## config.mk

```make
export PLATFORM = sky130hd
export DESIGN_NAME = ling_seq_adder
export DESIGN_NICKNAME = d
export VERILOG_FILES = /design/src/rtl/ling_seq_adder.sv
export SDC_FILE = /design/constraint.sdc
export NUM_CORES = 1
export LEC_CHECK = 0
export BUFFER_PORTS_ARGS = -buffer_cell sky130_fd_sc_hd__buf_2
export CAP_MARGIN = 10
export CORE_MARGIN = 5
export CORE_UTILIZATION = 38
export DETAILED_ROUTE_END_ITERATION = 8
export PLACE_DENSITY = 0.58
export SLEW_MARGIN = 10
export SYNTH_ARGS = -nofsm -noshare
export SYNTH_HDL_FRONTEND = slang
export SYNTH_SLANG_ARGS = --single-unit
```

## constraint.sdc

```tcl
create_clock -name clk -period 6 [get_ports clk]
set_input_delay 1.2 -clock clk [delete_from_list [all_inputs] [get_ports clk]]
set_output_delay 1.2 -clock clk [all_outputs]
set_load 0.01 [all_outputs]
```

## src/rtl/ling_seq_adder.sv

```systemverilog
// Nibble-serial WIDTH-bit adder built around one shared 4-bit Ling carry slice.
// Defining ADDSUB_SUB_EN adds the op port and a - b support.

module ling_slice4 (
   input  logic [3:0] i_a,
   input  logic [3:0] i_b,
   input  logic       i_c,
   output logic [3:0] o_s,
   output logic       o_c
);
   logic [3:0] w_g;
   logic [3:0] w_t;
   logic [3:0] w_p;
   logic [3:0] w_h;
   logic [3:0] w_c;

   assign w_g = i_a & i_b;
   assign w_t = i_a | i_b;
   assign w_p = i_a ^ i_b;

   // Pseudo-carries H_i; the real carry is recovered as c_i = t_i & H_i.
   assign w_h[0] = w_g[0] | i_c;
   assign w_h[1] = w_g[1] | w_g[0] | (w_t[0] & i_c);
   assign w_h[2] = w_g[2] | w_g[1] | (w_t[1] & w_g[0]) | (w_t[1] & w_t[0] & i_c);
   assign w_h[3] = w_g[3] | w_g[2] | (w_t[2] & w_g[1]) | (w_t[2] & w_t[1] & w_g[0])
                 | (w_t[2] & w_t[1] & w_t[0] & i_c);

   assign w_c = w_t & w_h;
   assign o_s = w_p ^ {w_c[2:0], i_c};
   assign o_c = w_c[3];
endmodule

module ling_seq_adder #(
   parameter int WIDTH = 32
) (
   input  logic             clk,
   input  logic             rst_n,
   input  logic             in_valid,
   output logic             in_ready,
   input  logic [WIDTH-1:0] a,
   input  logic [WIDTH-1:0] b,
   input  logic             cin,
`ifdef ADDSUB_SUB_EN
   input  logic             op,
`endif
   input  logic             flush,
   output logic             out_valid,
   input  logic             out_ready,
   output logic [WIDTH-1:0] sum,
   output logic             cout,
   output logic             ovf,
   output logic             busy
);
   localparam int N    = WIDTH / 4;
   localparam int IDXW = (N > 1) ? $clog2(N) : 1;
   localparam logic [IDXW-1:0] LAST_IDX = IDXW'(N - 1);

   typedef enum logic [1:0] {
      S_IDLE = 2'd0,
      S_RUN  = 2'd1,
      S_DONE = 2'd2
   } state_t;

   state_t            r_state;
   logic [IDXW-1:0]   r_idx;
   logic              r_carry;
   logic [WIDTH-1:0]  r_a;
   logic [WIDTH-1:0]  r_b;
   logic [WIDTH-1:0]  r_sum;
   logic              r_cout;
   logic              r_ovf;
   logic              r_out_valid;
   logic              r_busy;

   logic [3:0]        w_slice_sum;
   logic              w_slice_cout;

   ling_slice4 u_slice (
      .i_a (r_a[{r_idx, 2'b00} +: 4]),
      .i_b (r_b[{r_idx, 2'b00} +: 4]),
      .i_c (r_carry),
      .o_s (w_slice_sum),
      .o_c (w_slice_cout)
   );

   assign in_ready  = (r_state == S_IDLE);
   assign out_valid = r_out_valid;
   assign sum       = r_sum;
   assign cout      = r_cout;
   assign ovf       = r_ovf;
   assign busy      = r_busy;

   // Sequencer: accept, step one nibble per edge, hold the result until taken.
   always_ff @(posedge clk or negedge rst_n) begin
      if (!rst_n) begin
         r_state     <= S_IDLE;
         r_idx       <= {IDXW{1'b0}};
         r_carry     <= 1'b0;
         r_a         <= {WIDTH{1'b0}};
         r_b         <= {WIDTH{1'b0}};
         r_sum       <= {WIDTH{1'b0}};
         r_cout      <= 1'b0;
         r_ovf       <= 1'b0;
         r_out_valid <= 1'b0;
         r_busy      <= 1'b0;
      end else if (flush) begin
         r_state     <= S_IDLE;
         r_idx       <= {IDXW{1'b0}};
         r_carry     <= 1'b0;
         r_sum       <= {WIDTH{1'b0}};
         r_cout      <= 1'b0;
         r_ovf       <= 1'b0;
         r_out_valid <= 1'b0;
         r_busy      <= 1'b0;
      end else begin
         case (r_state)
            S_IDLE: begin
               if (in_valid) begin
                  r_a     <= a;
`ifdef ADDSUB_SUB_EN
                  r_b     <= op ? ~b : b;
                  r_carry <= op ? 1'b1 : cin;
`else
                  r_b     <= b;
                  r_carry <= cin;
`endif
                  r_idx   <= {IDXW{1'b0}};
                  r_sum   <= {WIDTH{1'b0}};
                  r_state <= S_RUN;
                  r_busy  <= 1'b1;
               end
            end
            S_RUN: begin
               r_sum[{r_idx, 2'b00} +: 4] <= w_slice_sum;
               r_carry <= w_slice_cout;
               if (r_idx == LAST_IDX) begin
                  r_idx       <= {IDXW{1'b0}};
                  r_cout      <= w_slice_cout;
                  // Sign of the result is the top bit of the nibble being written now.
                  r_ovf       <= (r_a[WIDTH-1] == r_b[WIDTH-1]) &&
                                 (w_slice_sum[3] != r_a[WIDTH-1]);
                  r_out_valid <= 1'b1;
                  r_state     <= S_DONE;
               end else begin
                  r_idx <= r_idx + {{(IDXW-1){1'b0}}, 1'b1};
               end
            end
            S_DONE: begin
               if (out_ready) begin
                  r_out_valid <= 1'b0;
                  r_busy      <= 1'b0;
                  r_state     <= S_IDLE;
               end
            end
            default: begin
               r_state     <= S_IDLE;
               r_idx       <= {IDXW{1'b0}};
               r_out_valid <= 1'b0;
               r_busy      <= 1'b0;
            end
         endcase
      end
   end
endmodule

```

==> flow_summary.toml <==
[run]
maxCapViolCount = 0

[layout]
layout_common_cells = "106 x dfrtp_1, 105 x buf_2, 60 x mux2_2"
final_common_cell = "dfrtp_1"
antenna_cells = 0
nNetsFinal = 576
drive_gt1_share_pct = 41.6
area_growth_pct = 18.9
final_cells = 674

[drt]
ant_nets = 0
drtIter0Drc = 146
drt-pass1-iter-count = 4
num_vias = 3425
viasPerCell = 5.08
routedWlPerCell_um = 16.5
drc = 0
wirelength_mm = 11.2

[synthesis]
syn-num-nets = 474
yosysWarnings = 0
async_reset_ff_share_pct = 100
synth_area_per_cell_um2 = 12.8
synth_top_area_share_pct = 52.8
yosysSeqAreaShare_pct = 52.8
ys_types = 50
synth_edf_count = 0
synthCells = 391
synth-seq-cells = 106
netlist_top_cells_area = "dfrtp_1 53%, mux2_2 13%, mux4_2 7.2%, nand2_1 3.2%, ha_1 3.0%"
yosys.area.top_type = "dfrtp_1"
syn-cell-area_um2 = 5020
yosys_most_used_dff = "dfrtp_1"

[place]
dp_hpwl_mm = 8.30
place_congestion = 0.790
portBuffers = 106
place_inst = 658

[power_and_ir_drop]
cellPowerDensity_nw_per_um2 = 321
finalPower_uw = 1910
peakVddDrop_mv = 0.192
leakage_uw = 0.00275

[global_routing]
gr-usage-all-layers_pct = 14.8
grt_max_degree = 65
grt_overflow = 0
grt_pass1_vias = 3667
grt_antenna_before_repair = 0
grt_pass1_wl_mm = 18.5

[clocking]
numClockSinks = 106
cts_hold_buf = 0
clk_pin_slew_worst_paths_ns = 0.07
cts-root-buf = "clkbuf_16"
cts_tree = "done"
htreeDepth = 3
cts_buffers = 9
postCtsSetupBuffers = 0
post_cts_resized = 0
insertion_delay_ns = 0.35
cts_max_path_buffers = 2

[sta]
setup_viol = 0
fin_crit_ns = 3.16
slew_violations = 0
period_share_pct = 52.6
tns_ns = 0
fmax_mhz = 317
hold_viol_final = 0
rsz0062_at_grt = "false"
fin_skew_ns = 0.00791
hold_slack_ns = 0.475
relSlewSlack_pct = 30.4
tightestPinTransition_ns = 1.04

[setup_path]
crit_path_start_kind = "flip-flop"
crit_fanout = 20
cp-end-kind = "flip-flop"
required_ns = 6.23
worstPathArrival_ns = 3.39
crit_type = "flip-flop to flip-flop"

[floorplanning]
core-area_um2 = 13100
num_io_pins = 107
chipHeight_um = 125
rows = 42
initial_utilization_pct = 38.4
die-area_um2 = 15600
die_w_um = 125

[outcome]
outcome = "finished clean"

[min_path]
hp-class = "flip-flop to flip-flop"
## worst paths after layout
kind	from	to	slack [ns]	depth (start not counted)
max in group asynchronous	rst_n	r_b[16]	3.94	2
worst max-delay path	r_idx[1]	ovf	2.84	8
worst max register to register	r_idx[1]	ovf	2.84	8
worst min register to register	sum[23]	sum[23]	0.47	2
min in group asynchronous	rst_n	busy	0.83	1
worst min-delay path	sum[23]	sum[23]	0.47	2
## cells in the mapped netlist (2+ instances only)
cell,instances
dfrtp_1,106
mux2_2,60
nand2_1,43
inv_1,21
o21ai_0,19
mux4_2,16
ha_1,12
o2bb2ai_1,12
o22ai_1,9
and2_1,8
buf_4,8
nor2_1,7
buf_2,6
mux2_1,5
or3_1,5
a21oi_1,4
clkbuf_1,3
nor3b_1,3
a22o_1,2
a31oi_1,2
and3b_1,2
nand2b_1,2
nand3_1,2
nand4_1,2
nor4_1,2
nor4b_1,2
nor4bb_1,2
o21ai_1,2
or2_2,2
xor2_1,2
## report_power, final
part           total [uW]  internal, uW  switching, uW
sequential            878           816           61.2
clock                 571           320            251
combinational         466           225            241
## per-stage QoR
stage | setup WS (ns) | instance area [um^2] | utilization, %
finish | 2.84 | 5970 | 45.6
global route | 2.64 | 5970 | 45.6
CTS | 2.82 | 5970 | 45.6
detailed placement | 2.83 | 5680 | 43.4
global placement | 2.88 | 5680 | 43.4
floorplan | 3.02 | 5020 | -
## logic make-up (layout without fill, tap and decap cells)
group                    Yosys count  count (layout)  synth area share, %
AO/OA/AOI/OAI                     59              59                 8.32
XOR/XNOR                           2               2                0.349
adder cells (fa/ha/maj)           13              13                 3.39
buffers and inverters             40             147                 3.89
flip-flops                       106             106                 52.8
multiplexers                      81              81                 21.8
AND/OR/NAND/NOR                   90              90                 9.47
## layer usage
metal  share of wire [%]  up-vias  global-route usage, %
li1                    -     1615                      -
met1                  44     1708                   18.7
met2                  49       83                   24.4
met3                 5.4       19                   4.52
met4                 1.8        0                   4.72
met5                   0        -                      0
## sequential cells by signal, summed over array words and instances, names as in the netlist
signal,flops
out_valid,1
r_carry,1
r_a,32
r_idx,3
busy,1
r_state,2
sum,32
ovf,1
cout,1
r_b,32
## final cells by class
cell class	instances	area [um^2]
Clock buffer	10	229
Clock inverter	6	57.6
Fill cell	1232	7110
Inverter	22	82.6
Multi-Input combinational cell	245	2170
Sequential cell	106	2650
Tap cell	176	220
Timing Repair Buffer	109	556
## worst max-delay path: stages, from the launching register on
cell     delay, ns
dfrtp_1       0.88
mux4_2        0.43
nand2_1       0.08
and2_1        0.17
ha_1          0.29
or3_1         0.37
or3_1         0.36
and4_1        0.19
a221o_1       0.25
Power figures use the tool's default switching activity.
